--- src/rtl/hazard_scoreboard_unit_pkg.sv ---
// Shared types for the hazard scoreboard: shadow-slot layout, FSM encoding,
// and the register-file forwarding select value.
package hazard_pkg;

  // Slot rd field is sized for the widest register index supported; narrower
  // indices are zero-extended on entry and on comparison.
  localparam int RD_MAX_W = 8;
  localparam int FWD_RF   = 0;

  typedef struct packed {
    logic                valid;
    logic [RD_MAX_W-1:0] rd;
    logic                we;
    logic                is_load;
  } slot_t;

  typedef enum logic [1:0] {
    RUN        = 2'd0,
    LOAD_STALL = 2'd1,
    CSR_DRAIN  = 2'd2
  } state_e;

endpackage

--- src/rtl/hazard_scoreboard_unit_if.sv ---
// Decode-side bundle between the pipeline and the hazard scoreboard.
interface hazard_scoreboard_unit_if #(
  parameter int NSTAGES = 3,
  parameter int REG_W   = 5,
  parameter int CNT_W   = 16
);
  localparam int SEL_W = $clog2(NSTAGES + 1);

  logic             id_valid;
  logic [REG_W-1:0] id_rs1;
  logic [REG_W-1:0] id_rs2;
  logic             id_rs1_used;
  logic             id_rs2_used;
  logic [REG_W-1:0] id_rd;
  logic             id_rd_we;
  logic             id_is_load;
  logic             id_is_csr;
  logic             mem_wait;
  logic             took_branch;
  logic             excep_or_ret;

  logic [SEL_W-1:0] fwd_sel_a;
  logic [SEL_W-1:0] fwd_sel_b;
  logic             stall_if;
  logic             stall_id;
  logic             flush_if;
  logic             flush_id;
  logic             flush_ex;
  logic             flush_mem;
  logic             csr_busy;
  logic [CNT_W-1:0] stall_count;

  modport master (
    output id_valid, id_rs1, id_rs2, id_rs1_used, id_rs2_used, id_rd,
           id_rd_we, id_is_load, id_is_csr, mem_wait, took_branch, excep_or_ret,
    input  fwd_sel_a, fwd_sel_b, stall_if, stall_id, flush_if, flush_id,
           flush_ex, flush_mem, csr_busy, stall_count
  );

  modport slave (
    input  id_valid, id_rs1, id_rs2, id_rs1_used, id_rs2_used, id_rd,
           id_rd_we, id_is_load, id_is_csr, mem_wait, took_branch, excep_or_ret,
    output fwd_sel_a, fwd_sel_b, stall_if, stall_id, flush_if, flush_id,
           flush_ex, flush_mem, csr_busy, stall_count
  );

endinterface

--- src/rtl/hazard_scoreboard_unit_fwd_match.sv ---
// Priority match of one source register against the shadow slots; the
// youngest (lowest-numbered) producing slot wins.
module hazard_fwd_match
  import hazard_pkg::*;
#(
  parameter int NSTAGES = 3,
  parameter int REG_W   = 5,
  parameter int SEL_W   = 2
) (
  input  logic [REG_W-1:0] i_rs,
  input  logic             i_used,
  input  slot_t            i_slots [1:NSTAGES],
  output logic [SEL_W-1:0] o_sel,
  output logic             o_is_load
);

  always_comb begin
    o_sel     = SEL_W'(FWD_RF);
    o_is_load = 1'b0;
    // Walk oldest to youngest so the youngest match overwrites.
    for (int k = NSTAGES; k >= 1; k--) begin
      if (i_used && (i_rs != '0) && i_slots[k].valid && i_slots[k].we &&
          (i_slots[k].rd == RD_MAX_W'(i_rs))) begin
        o_sel     = SEL_W'(k);
        o_is_load = i_slots[k].is_load;
      end
    end
  end

endmodule

--- src/rtl/hazard_scoreboard_unit.sv ---
// In-order pipeline hazard scoreboard: forwarding selects, load-use and CSR
// serialisation stalls, memory-wait freeze and branch/trap flush control.
module hazard_scoreboard_unit
  import hazard_pkg::*;
#(
  parameter int NSTAGES        = 3,
  parameter int REG_W          = 5,
  parameter int LOAD_FWD_STAGE = 2,
  parameter int CNT_W          = 16
) (
  input logic                    clk,
  input logic                    reset_n,
  hazard_scoreboard_unit_if.slave bus
);

  localparam int SEL_W = $clog2(NSTAGES + 1);

  slot_t            r_slot [1:NSTAGES];
  state_e           r_state;
  logic [CNT_W-1:0] r_stall_cnt;

  state_e           w_state_nxt;
  logic [SEL_W-1:0] w_sel_a;
  logic [SEL_W-1:0] w_sel_b;
  logic             w_ld_a;
  logic             w_ld_b;
  logic             w_haz;
  logic             w_any_valid;
  logic             w_csr_req;
  logic             w_stall;
  logic             w_fl_if;
  logic             w_fl_id;
  logic             w_fl_ex;
  logic             w_fl_mem;
  logic             w_issue;
  slot_t            w_id_tag;

  hazard_fwd_match #(.NSTAGES(NSTAGES), .REG_W(REG_W), .SEL_W(SEL_W)) u_match_a (
    .i_rs      (bus.id_rs1),
    .i_used    (bus.id_rs1_used),
    .i_slots   (r_slot),
    .o_sel     (w_sel_a),
    .o_is_load (w_ld_a)
  );

  hazard_fwd_match #(.NSTAGES(NSTAGES), .REG_W(REG_W), .SEL_W(SEL_W)) u_match_b (
    .i_rs      (bus.id_rs2),
    .i_used    (bus.id_rs2_used),
    .i_slots   (r_slot),
    .o_sel     (w_sel_b),
    .o_is_load (w_ld_b)
  );

  // A load is only a hazard while it sits in a stage that cannot yet forward.
  always_comb begin
    w_haz = bus.id_valid &&
            (((w_sel_a != '0) && w_ld_a && (int'(w_sel_a) < LOAD_FWD_STAGE)) ||
             ((w_sel_b != '0) && w_ld_b && (int'(w_sel_b) < LOAD_FWD_STAGE)));
    w_csr_req   = bus.id_valid && bus.id_is_csr;
    w_any_valid = 1'b0;
    for (int k = 1; k <= NSTAGES; k++) begin
      w_any_valid = w_any_valid | r_slot[k].valid;
    end
  end

  always_comb begin
    w_state_nxt = r_state;
    w_stall     = 1'b0;
    w_fl_if     = 1'b0;
    w_fl_id     = 1'b0;
    w_fl_ex     = 1'b0;
    w_fl_mem    = 1'b0;
    if (bus.mem_wait) begin
      w_stall = 1'b1;
    end else if (bus.took_branch) begin
      w_fl_if     = 1'b1;
      w_fl_id     = 1'b1;
      w_state_nxt = RUN;
    end else if (bus.excep_or_ret) begin
      w_fl_id     = 1'b1;
      w_fl_ex     = 1'b1;
      w_fl_mem    = 1'b1;
      w_state_nxt = RUN;
    end else begin
      unique case (r_state)
        RUN, LOAD_STALL: begin
          if (w_csr_req && w_any_valid) begin
            w_stall     = 1'b1;
            w_state_nxt = CSR_DRAIN;
          end else if (w_haz) begin
            w_stall     = 1'b1;
            w_state_nxt = LOAD_STALL;
          end else begin
            w_state_nxt = RUN;
          end
        end
        CSR_DRAIN: begin
          if (w_any_valid) begin
            w_stall = 1'b1;
          end else begin
            w_state_nxt = RUN;
          end
        end
        default: w_state_nxt = RUN;
      endcase
    end
  end

  always_comb begin
    w_issue          = bus.id_valid && !w_stall && !w_fl_id;
    w_id_tag         = '0;
    w_id_tag.valid   = 1'b1;
    w_id_tag.rd      = RD_MAX_W'(bus.id_rd);
    w_id_tag.we      = bus.id_rd_we;
    w_id_tag.is_load = bus.id_is_load;
  end

  always_ff @(posedge clk) begin
    if (!reset_n) begin
      for (int k = 1; k <= NSTAGES; k++) begin
        r_slot[k] <= '0;
      end
      r_state     <= RUN;
      r_stall_cnt <= '0;
    end else begin
      if (w_stall && (r_stall_cnt != '1)) begin
        r_stall_cnt <= r_stall_cnt + CNT_W'(1);
      end
      if (!bus.mem_wait) begin
        r_state   <= w_state_nxt;
        r_slot[1] <= w_issue ? w_id_tag : '0;
        // A trap kills what would have entered MEM as well as EX.
        for (int k = 2; k <= NSTAGES; k++) begin
          r_slot[k] <= ((k == 2) && w_fl_ex) ? '0 : r_slot[k-1];
        end
      end
    end
  end

  assign bus.fwd_sel_a   = reset_n ? w_sel_a : '0;
  assign bus.fwd_sel_b   = reset_n ? w_sel_b : '0;
  assign bus.stall_if    = reset_n && w_stall;
  assign bus.stall_id    = reset_n && w_stall;
  assign bus.flush_if    = reset_n && w_fl_if;
  assign bus.flush_id    = reset_n && w_fl_id;
  assign bus.flush_ex    = reset_n && w_fl_ex;
  assign bus.flush_mem   = reset_n && w_fl_mem;
  assign bus.csr_busy    = reset_n && (r_state == CSR_DRAIN);
  assign bus.stall_count = reset_n ? r_stall_cnt : '0;

endmodule

--- src/flat_wrapper.sv ---
// flat-port wrapper written by rule: the top's interface ports become plain ports
module hazard_scoreboard_unit_flat import hazard_pkg::*;
#(
  parameter int NSTAGES        = 3,
  parameter int REG_W          = 5,
  parameter int LOAD_FWD_STAGE = 2,
  parameter int CNT_W          = 16
)
  (clk, reset_n, bus_id_valid, bus_id_rs1, bus_id_rs2, bus_id_rs1_used, bus_id_rs2_used, bus_id_rd, bus_id_rd_we, bus_id_is_load, bus_id_is_csr, bus_mem_wait, bus_took_branch, bus_excep_or_ret, bus_fwd_sel_a, bus_fwd_sel_b, bus_stall_if, bus_stall_id, bus_flush_if, bus_flush_id, bus_flush_ex, bus_flush_mem, bus_csr_busy, bus_stall_count);
  hazard_scoreboard_unit_if #(.NSTAGES(NSTAGES), .REG_W(REG_W), .CNT_W(CNT_W)) bus_i ();
  input logic clk;
  input logic reset_n;
  input wire logic [$bits(bus_i.id_valid)-1:0] bus_id_valid;
  input wire logic [$bits(bus_i.id_rs1)-1:0] bus_id_rs1;
  input wire logic [$bits(bus_i.id_rs2)-1:0] bus_id_rs2;
  input wire logic [$bits(bus_i.id_rs1_used)-1:0] bus_id_rs1_used;
  input wire logic [$bits(bus_i.id_rs2_used)-1:0] bus_id_rs2_used;
  input wire logic [$bits(bus_i.id_rd)-1:0] bus_id_rd;
  input wire logic [$bits(bus_i.id_rd_we)-1:0] bus_id_rd_we;
  input wire logic [$bits(bus_i.id_is_load)-1:0] bus_id_is_load;
  input wire logic [$bits(bus_i.id_is_csr)-1:0] bus_id_is_csr;
  input wire logic [$bits(bus_i.mem_wait)-1:0] bus_mem_wait;
  input wire logic [$bits(bus_i.took_branch)-1:0] bus_took_branch;
  input wire logic [$bits(bus_i.excep_or_ret)-1:0] bus_excep_or_ret;
  output wire logic [$bits(bus_i.fwd_sel_a)-1:0] bus_fwd_sel_a;
  output wire logic [$bits(bus_i.fwd_sel_b)-1:0] bus_fwd_sel_b;
  output wire logic [$bits(bus_i.stall_if)-1:0] bus_stall_if;
  output wire logic [$bits(bus_i.stall_id)-1:0] bus_stall_id;
  output wire logic [$bits(bus_i.flush_if)-1:0] bus_flush_if;
  output wire logic [$bits(bus_i.flush_id)-1:0] bus_flush_id;
  output wire logic [$bits(bus_i.flush_ex)-1:0] bus_flush_ex;
  output wire logic [$bits(bus_i.flush_mem)-1:0] bus_flush_mem;
  output wire logic [$bits(bus_i.csr_busy)-1:0] bus_csr_busy;
  output wire logic [$bits(bus_i.stall_count)-1:0] bus_stall_count;
  assign bus_i.id_valid = bus_id_valid;
  assign bus_i.id_rs1 = bus_id_rs1;
  assign bus_i.id_rs2 = bus_id_rs2;
  assign bus_i.id_rs1_used = bus_id_rs1_used;
  assign bus_i.id_rs2_used = bus_id_rs2_used;
  assign bus_i.id_rd = bus_id_rd;
  assign bus_i.id_rd_we = bus_id_rd_we;
  assign bus_i.id_is_load = bus_id_is_load;
  assign bus_i.id_is_csr = bus_id_is_csr;
  assign bus_i.mem_wait = bus_mem_wait;
  assign bus_i.took_branch = bus_took_branch;
  assign bus_i.excep_or_ret = bus_excep_or_ret;
  assign bus_fwd_sel_a = bus_i.fwd_sel_a;
  assign bus_fwd_sel_b = bus_i.fwd_sel_b;
  assign bus_stall_if = bus_i.stall_if;
  assign bus_stall_id = bus_i.stall_id;
  assign bus_flush_if = bus_i.flush_if;
  assign bus_flush_id = bus_i.flush_id;
  assign bus_flush_ex = bus_i.flush_ex;
  assign bus_flush_mem = bus_i.flush_mem;
  assign bus_csr_busy = bus_i.csr_busy;
  assign bus_stall_count = bus_i.stall_count;
  hazard_scoreboard_unit #(.NSTAGES(NSTAGES), .REG_W(REG_W), .LOAD_FWD_STAGE(LOAD_FWD_STAGE), .CNT_W(CNT_W)) u_core (.clk(clk), .reset_n(reset_n), .bus(bus_i));
endmodule
--- config.mk ---
export PLATFORM = sky130hd
export DESIGN_NAME = hazard_scoreboard_unit_flat
export DESIGN_NICKNAME = d
export VERILOG_FILES = /design/src/rtl/hazard_scoreboard_unit_pkg.sv /design/src/rtl/hazard_scoreboard_unit_if.sv /design/src/rtl/hazard_scoreboard_unit_fwd_match.sv /design/src/rtl/hazard_scoreboard_unit.sv /design/src/flat_wrapper.sv
export SDC_FILE = /design/constraint.sdc
export NUM_CORES = 1
export LEC_CHECK = 0
export CORE_MARGIN = 2
export CORE_UTILIZATION = 40
export CTS_CLUSTER_DIAMETER = 60
export DETAILED_ROUTE_END_ITERATION = 6
export PLACE_DENSITY = 0.65
export SYNTH_ARGS = -nofsm -noshare
export SYNTH_HDL_FRONTEND = slang
export SYNTH_SLANG_ARGS = --single-unit
export TNS_END_PERCENT = 1
--- constraint.sdc ---
create_clock -name clk -period 2.2 [get_ports clk]
set_input_delay 0.22 -clock clk [delete_from_list [all_inputs] [get_ports clk]]
set_output_delay 0.22 -clock clk [all_outputs]
set_load 0.02 [all_outputs]
==> results of run 1 <==
==> sequential cells by signal, indices dropped and copies added (netlist names) <==
signal and cells:
u_core.r_stall_cnt 16, u_core.r_state 2, u_core.r_slot 22
==> synthesized netlist by cell type, types with 2 or more instances <==
library cell  count  area share
mux2_4            7       0.042
nand3_1          13       0.026
mux2i_1           9       0.036
inv_1             7       0.011
nor3_2            2      0.0081
a2111oi_0         2      0.0071
and2_1           14       0.035
o21ai_2           3       0.011
dfxtp_1          40        0.32
o32ai_1           2      0.0071
nor2_1           36       0.055
nand2_1          25       0.038
a31oi_1           2      0.0051
nor2b_1           3      0.0076
a22o_1            7       0.025
or4_1             9       0.027
o21ai_0           4      0.0081
a21oi_1           4      0.0081
a211oi_2          5       0.025
o21ai_1           7       0.014
buf_4             3      0.0091
xnor2_1          30        0.11
mux2_2            7       0.032
a21oi_2           2      0.0071
nor3b_1           2      0.0061
nor3_1            6       0.012
nand4_1          12       0.030
clkbuf_1          8       0.012
==> power breakdown <==
part / internal [mW] / switching, mW / leakage (nW) / total, mW
combinational: 0.143 / 0.127 / 0.978 / 0.270
sequential: 0.737 / 0.0143 / 0.324 / 0.751
clock: 0.250 / 0.253 / 0.0510 / 0.504
==> final timing paths <==
kind	slack [ns]	end
worst max-delay path	0.008	u_core.r_stall_cnt[6]
worst min-delay path	0.48	u_core.r_slot[27]
worst max register to register	0.05	u_core.r_stall_cnt[6]
worst min register to register	0.51	u_core.r_slot[22]
==> cell usage in the layout, fill, tap and decap left out, drive strengths merged, types with 3 or more instances in the layout <==
master          n
buf            47
dfxtp          40
clkdlybuf4s50  38
nor2           37
xnor2          30
nand2          25
mux2           15
and2           14
o21ai          14
nand3          13
nand4          12
mux2i           9
or4             9
dlymetal6s2s    8
nor3            8
inv             7
a22o            7
clkbuf          7
a21oi           6
a211oi          5
nor2b           3
a31oi           3
==> worst max-delay path, stage by stage <==
cell and delay [ns]:
clkdlybuf4s50_1 0.54, xnor2_1 0.16, nand3_1 0.15, nor3_4 0.27, o21ai_2 0.09, buf_4 0.16
a2111oi_2 0.41, mux2_2 0.37
==> stage by stage <==
| stage | instance area (um^2) | setup WS, ns | hold slack, ns |
|---|---|---|---|
| 4_1_cts | 3437 | -0.08393 | 0.4661 |
| 3_3_place_gp | 3344 | -0.4085 | 0.4738 |
| 6_report | 3523 | 0.007611 | 0.4780 |
| 2_1_floorplan | 2475 | 0.1608 | 0.3526 |
| 5_1_grt | 3523 | -0.05739 | 0.4891 |
| 3_5_place_dp | 3344 | -0.4533 | 0.4896 |
==> kinds of logic (layout without fill, tap and decap cells) <==
kind of cell             Yosys count  after routing  share of synthesized area
AO/OA/AOI/OAI                     42             42                     0.1441
XOR/XNOR                          30             30                     0.1062
adder cells (fa/ha/maj)            1              1                   0.005055
buffers and inverters             21            109                    0.03994
flip-flops                        40             40                     0.3236
multiplexers                      24             24                     0.1153
AND/OR/NAND/NOR                  129            129                     0.2659
==> layout make-up <==
cell class / count / area share
clock buffer: 6 / 0.02344
clock inverter: 2 / 0.002841
inverter: 7 / 0.007457
multi-input combinational: 226 / 0.4723
sequential: 40 / 0.2276
tap: 75 / 0.02663
timing repair buffer: 94 / 0.2397
==> routing by layer <==
layer  wire [um]  up-vias
li1            -     1192
met1        3084     1114
met2        3254       39
met3         225        5
met4          61        0
met5           0        -
==> timing repair <==
| action | 4_1_cts | 5_1_grt |
|---|---|---|
| pin swaps | 5 | 8 |
| setup buffers | 0 | 0 |
| gates cloned | 0 | 0 |
| setup endpoints to repair | 20 | 30 |
| gates resized for setup | 26 | 31 |
==> summary.md, run 1 <==
| Metric | Value |
|---|---|
| Worst Setup SP | bus_id_rs2[1] |
| Initial DRT Pass Iterations | 4 |
| Leak Pwr | 1.353 nW |
| RSZ-0062 raised after global routing | true |
| Clock Latency Late Sink | 0.29 ns |
| Total Routing Usage GR | 0.2067 |
| Proportion of layout cells with a drive suffix above 1 | 0.2587 |
| Met3 Use GR | 0.03804 |
| Peak fanout along the critical path | 4 |
| WL per Instance | 14.72 um |
| Met1 Use GR | 0.2721 |
| FMAX | 456.1 MHz |
| Post-CTS Hold Buffers | 0 |
| Avg Vias per Cell | 5.222 |
| # setup viols final | 0 |
| Max_slew headroom | 0.5022 |
| Startpoint Class | input pin |
| Post-synthesis async set-or-reset flop share | 0 |
| CTS root buf | clkbuf_8 |
| Mapped Cells | 287 |
| H-tree levels | 2 |
| Num rows | 28 |
| Layout Nets | 401 |
| Worst reg2reg path depth | 7 |
| Post-synth EDFFs | 0 |
| Gr ovfl total | 0 |
| Worst min path class | in -> reg |
| Register area share after synthesis | 0.3236 |
| Clock Path Buffers | 2 |
| Largest net degree at the start of global routing | 23 |
| Die W | 82.66 um |
| Final core utilization | 0.5916 |
| Sink Count | 40 |
| Initial drt markers | 82 |
| IO Count | 53 |
| Routability cong. | 0.8865 |
| Peak supply drop | 0.0003617 V |
| PnR Total Power | 1.525 mW |
| Vias | 2350 |
| Max-slew violations | 0 |
| Crit. End Element | flop |
| Layout fillers | 575 |
| Final HPWL DP | 5024 um |
| Most used routing layer | met2 |
| Required @ worst endpoint | 2.38 ns |
| Clk slew on worst S/H paths | 0.08 ns |
| Placed insts | 442 |
| DRT antenna net count | 0 |
| TritonCTS clock tree | yes |
| Synth Cell Area | 2475 um^2 |
| Setup CP Type | in -> reg |
| Warnings, synthesis | 0 |
| Synth Flop Type | dfxtp_1 |
| Cell Pwr Density | 432.7 nW/um^2 |
| Area occupied by registers | 802.0 um^2 |
| Die Height | 82.66 um |
| Number of remaining DRC errors | 0 |
| Vias in the first global route | 2252 |
| Post-Route WL | 6625 um |
| Reg-to-reg startpoint | u_core.r_slot[25] |
| CTS Buf Count | 5 |
| Yosys reg bits | 40 |
| Hold path depth | 3 |
| Post-synth cell types | 44 |
| Max Cap Viol | 0 |
| Initial antenna violation count | 0 |
| Starting Density | 0.4155 |
| Synth Net Count | 314 |
| Final Instance Count excl. Fillers | 450 |
| Critical path arrival | 2.37 ns |
| Die footprint | 6833 um^2 |
| Slew @ Worst Pin | 0.7467 ns |
| M2 GR Usage | 0.3492 |
| Setup TNS | 0 ns |
| Avg Synthesized Cell Area | 8.623 um^2 |
| Run status | finished clean |
| Area of the multi-input gates | 1664 um^2 |
| Area of the core | 5956 um^2 |
| Diodes inserted | 0 |
| Crit share post-route | 0.9965 |
| Final Hold Viols | 0 |
| Port bufs | 52 |
| Area growth syn-to-layout | 42.37% |
| Final min period | 2.192 ns |
| Hold Crit Start | bus_id_rd[3] |
| Clock Skew | 0.009231 ns |
| First-pass GRT wire length | 10820 um |
No activity file was read; power rests on OpenSTA's default activity.
==> inputs of run 2 (changes only) <==
CORE_UTILIZATION = 44   (was 40)
PLACE_DENSITY = 0.7   (was 0.65)
==> run 2 against run 1 <==
Final area about the same. Hold slack got worse by 0.020 ns. Clock skew decreased by 0.00063 ns. Register-to-register slack barely moved. Routed wire length is 1.8% lower. Sequential share of layout area grew 0.079 points. Maximum frequency up 1.3%. Core utilization up 5.2 points. Largest power group unchanged. Highest routed layer unchanged.
==> summary.md, run 2 (synthesized netlist as in run 1, its figures left out) <==
| Metric | Value |
|---|---|
| Slowest library cell on the worst path | or4_4 |
| Die Height | 79 um |
| Slew @ Worst Pin | 0.7557 ns |
| DRT antenna net count | 0 |
| Leak Pwr | 1.368 nW |
| WL per Instance | 14.53 um |
| Num rows | 27 |
| Largest net degree at the start of global routing | 25 |
| Avg Vias per Cell | 5.328 |
| Setup CP Type | in -> out |
| Crit share post-route | 0.9836 |
| Critical path arrival | 1.94 ns |
| Total Routing Usage GR | 0.2153 |
| Top Registers | u_core.r_slot (22), u_core.r_stall_cnt (16), u_core.r_state (2) |
| Port bufs | 52 |
| Clock Latency Late Sink | 0.30 ns |
| Final HPWL DP | 4910 um |
| Die W | 79 um |
| Crit-path cells | clkdlybuf4s50_1 > or4_4 > o21ai_4 > nor3_4 > o21ai_2 > a21oi_1 > buf_2 |
| Cell Pwr Density | 468.2 nW/um^2 |
| Final core utilization | 0.6436 |
| Max Cap Viol | 0 |
| CP delay by family, top | buffers and inverters |
| Die footprint | 6241 um^2 |
| Area growth syn-to-layout | 42.32% |
| Initial DRT Pass Iterations | 4 |
| Diodes inserted | 0 |
| Initial antenna violation count | 0 |
| Buffers and inverters on the worst path | 2 |
| Most common cell after layout, fill and taps aside | buf_4 |
| DR WL met2 | 3074 um |
| Sink Count | 40 |
| Number of remaining DRC errors | 0 |
| Setup TNS | 0 ns |
| Fin worst setup slack | 0.03613 ns |
| Layout Nets | 402 |
| # setup viols final | 0 |
| TritonCTS clock tree | yes |
| Worst R2R Setup Slack | 0.06 ns |
| M1 wire length | 3037 um |
| Final Hold Viols | 0 |
| Routability cong. | 0.8778 |
| Final min period | 2.164 ns |
| Run status | finished clean |
| Commonest non-fill, non-tap cells in the layout | buf_4 (41), clkdlybuf4s50_1 (37), dfxtp_1 (37) |
| CTS Buf Count | 5 |
| First-pass GRT wire length | 10740 um |
| Clock Path Buffers | 2 |
| IO Count | 53 |
| Area of the core | 5473 um^2 |
| Max-slew violations | 0 |
| Proportion of layout cells with a drive suffix above 1 | 0.2553 |
| Initial drt markers | 118 |
| H-tree levels | 2 |
| Vias | 2387 |
| CTS root buf | clkbuf_8 |
| Max Used Layer | met4 |
| Gr ovfl total | 0 |
| Starting Density | 0.4522 |
| FMAX | 462.1 MHz |
| CP max stage delay | 0.52 ns |
| Routed met3 length | 293 um |
| Worst min path class | in -> reg |
| Max_slew headroom | 0.4962 |
| DP Worst Slack | -0.4826 ns |
| Largest Register | u_core.r_slot |
| Peak fanout along the critical path | 4 |
| Peak supply drop | 0.0003822 V |
| Required @ worst endpoint | 1.98 ns |
| Final instance area | 3522 um^2 |
| Final Instance Count excl. Fillers | 448 |
| DP Area | 3353 um^2 |
| Post-CTS Hold Buffers | 0 |
| Vias in the first global route | 2292 |
| Crit. End Element | primary output |
| Placed insts | 439 |
| Max reg flops | 22 |
| Clock Skew | 0.008606 ns |
| Post-Route WL | 6508 um |
| Clk slew on worst S/H paths | 0.08 ns |
| Startpoint Class | input pin |
## run 2: cell count changes in the layout (fill, tap and decap cells not counted), sizes merged, moves of 2 or more
| cell | change |
|---|---|
| buf | +2 |
| clkinv | -2 |
| dlygate4sd2 | +2 |
| clkbuf | -2 |
## run 2: power by group
| group | switching [mW] | internal [mW] | leakage (nW) | total, mW |
|---|---|---|---|---|
| Combinational | 0.125 | 0.141 | 0.988 | 0.266 |
| Clock | 0.289 | 0.342 | 0.0548 | 0.631 |
| Sequential | 0.0155 | 0.737 | 0.325 | 0.752 |
| Total | 0.430 | 1.22 | 1.37 | 1.65 |
## run 2: cell type report
cell class	instances	area (um^2)
sequential	40	804.5
timing repair buffer	95	853.3
multi-input combinational	226	1633
tap	72	90.09
fill	480	1951
clock buffer	5	68.82
inverter	7	26.28
clock inverter	3	46.29
## run 2: repair_timing
action,in CTS,in global routing
setup endpoints to repair,19,29
resized for setup,35,17
setup buffers,0,1
pin swaps,2,6
## run 2: path summary, 6_finish.rpt
check	from	endpoint	cells after the start
worst max-delay path	bus_id_rs1[3]	bus_stall_if	7
worst min-delay path	bus_id_rd_we	u_core.r_slot[23]	3
worst max register to register	u_core.r_stall_cnt[0]	u_core.r_stall_cnt[12]	7
worst min register to register	u_core.r_slot[22]	u_core.r_slot[22]	2
## run 2: worst min-delay path, cell delays in order
cell and delay (ns):
clkdlybuf4s50_1 0.39, nand2_1 0.06, o21ai_1 0.05
## run 2: metrics by stage
step / hold WS [ns] / power [mW]
final: 0.4584 / 1.649
after global routing: 0.4708 / 1.708
after CTS: 0.4495 / 1.657
after detailed placement: 0.4794 / 1.030
after global placement: 0.4762 / 1.026
after floorplan: 0.3526 / 0.8872
## run 2: layer usage
layer	up-vias	track usage
met5	-	0
met4	0	0.06379
met3	10	0.05000
met2	53	0.3610
met1	1126	0.2754
li1	1198	-
==> inputs of run 3 (changes only) <==
ABC_CLOCK_PERIOD_IN_PS = 2200   (was not set)
MAX_ROUTING_LAYER = met4   (was not set)
==> run 3 against run 2 <==
Register-to-register slack hardly changed. Final cell count stayed put. Sequential power hardly changed. Critical path type unchanged.
==> summary.md, run 3 (synthesized netlist as in run 1, its figures left out) <==
| Metric | Value |
|---|---|
| Commonest non-fill, non-tap cells in the layout | buf_4 (41), clkdlybuf4s50_1 (37), dfxtp_1 (37) |
| Max-slew violations | 0 |
| Initial DRT Pass Iterations | 4 |
| Worst min path class | in -> reg |
| Max_slew headroom | 0.5088 |
| CTS root buf | clkbuf_8 |
| Gate power share | 0.161 |
| Proportion of layout cells with a drive suffix above 1 | 0.2553 |
| Most common cell after layout, fill and taps aside | buf_4 |
| Internal cell power | 1.220 mW |
| Layout Nets | 402 |
| WL per Instance | 14.47 um |
| Number of remaining DRC errors | 0 |
| First-pass GRT wire length | 10740 um |
| Setup CP Type | in -> out |
| Gr ovfl total | 0 |
| Required @ worst endpoint | 1.98 ns |
| Clock Latency Late Sink | 0.30 ns |
| Sw Share | 0.2605 |
| Leak Pwr | 1.368 nW |
| Top Registers | u_core.r_slot (22), u_core.r_stall_cnt (16), u_core.r_state (2) |
| Crit. End Element | primary output |
| Die Height | 79 um |
| Sink Count | 40 |
| Area growth syn-to-layout | 42.32% |
| Avg Vias per Cell | 5.319 |
| CTS Buf Count | 5 |
| Peak fanout along the critical path | 4 |
| Diodes inserted | 0 |
| Fin worst setup slack | 0.03846 ns |
| Final min period | 2.162 ns |
| Post-Route WL | 6484 um |
| DRT antenna net count | 0 |
| Largest Register | u_core.r_slot |
| Largest net degree at the start of global routing | 25 |
| TritonCTS clock tree | yes |
| Port bufs | 52 |
| Area of the core | 5473 um^2 |
| Clock Power Share | 0.382 |
| Total Routing Usage GR | 0.2212 |
| Peak supply drop | 0.0003824 V |
| Final HPWL DP | 4910 um |
| Cell Pwr Density | 468.2 nW/um^2 |
| # setup viols final | 0 |
| Startpoint Class | input pin |
| Net Switching | 0.4296 mW |
| Clock Path Buffers | 2 |
| FMAX | 462.6 MHz |
| Setup TNS | 0 ns |
| Vias | 2383 |
| Routability cong. | 0.8924 |
| Post-CTS Hold Buffers | 0 |
| Run status | finished clean |
| H-tree levels | 2 |
| Starting Density | 0.4522 |
| Die footprint | 6241 um^2 |
| Crit share post-route | 0.9825 |
| Die W | 79 um |
| Final Instance Count excl. Fillers | 448 |
| Initial antenna violation count | 0 |
| Initial drt markers | 110 |
| Critical path arrival | 1.94 ns |
| Slew @ Worst Pin | 0.7368 ns |
| Sequential power share | 0.456 |
| IO Count | 53 |
| Clock Skew | 0.009336 ns |
| WHS | 0.4572 ns |
| Final Hold Viols | 0 |
| Max Cap Viol | 0 |
| Layout fillers | 480 |
| Max reg flops | 22 |
| Clk slew on worst S/H paths | 0.08 ns |
| DP Worst Slack | -0.4826 ns |
| Placed insts | 439 |
| Num rows | 27 |
| Vias in the first global route | 2300 |
run 3: cell type report:
cell class | count | area (um^2) | area share
Inverter | 7 | 26.28 | 0.007460
Clock inverter | 3 | 46.29 | 0.01314
Timing Repair Buffer | 95 | 853.3 | 0.2423
Sequential cell | 40 | 804.5 | 0.2284
Clock buffer | 5 | 68.82 | 0.01954
Tap cell | 72 | 90.09 | 0.02558
Multi-Input combinational cell | 226 | 1633 | 0.4636
run 3: layer usage:
layer | vias to the layer above | GRT usage | wire [um]
met3 | 10 | 0.04659 | 293
li1 | 1197 | - | -
met2 | 60 | 0.3610 | 3035
met5 | - | - | 0
met1 | 1116 | 0.2775 | 3058
met4 | 0 | 0.06379 | 97
run 3: power by group through the flow:
| stage | Clock [mW] | Combinational (mW) | Sequential, mW |
|---|---|---|---|
| detailed placement | 0 | 0.262 | 0.768 |
| floorplan | 0 | 0.122 | 0.765 |
| finish | 0.631 | 0.266 | 0.752 |
| global placement | 0 | 0.259 | 0.768 |
| global route | 0.667 | 0.287 | 0.754 |
| CTS | 0.642 | 0.264 | 0.751 |
run 3: final timing paths:
path,startpoint,to,slack (ns),cells after the start
max,bus_id_rs1[3],bus_stall_if,0.04,7
min,bus_id_rd[1],u_core.r_slot[25],0.46,3
max reg2reg,u_core.r_stall_cnt[0],u_core.r_stall_cnt[12],0.06,7
min reg2reg,u_core.r_slot[22],u_core.r_slot[22],0.50,2
run 3: per-stage QoR:
step,utilization,power (mW),area [um^2]
floorplan,-,0.8872,2475
global placement,0.6127,1.026,3353
detailed placement,0.6127,1.030,3353
CTS,0.6335,1.657,3467
global route,0.6436,1.708,3522
finish,0.6436,1.649,3522
run 3: worst max-delay path, stage by stage:
cell,delay [ns]
clkdlybuf4s50_1,0.46
or4_4,0.51
o21ai_4,0.19
nor3_4,0.08
o21ai_2,0.17
a21oi_1,0.11
buf_2,0.18
run 3: timing repair:
action,CTS,global route
pin swaps,2,6
endpoints found under the setup margin,19,29
setup buffers,0,1
resized for setup,35,17
cloned,0,0
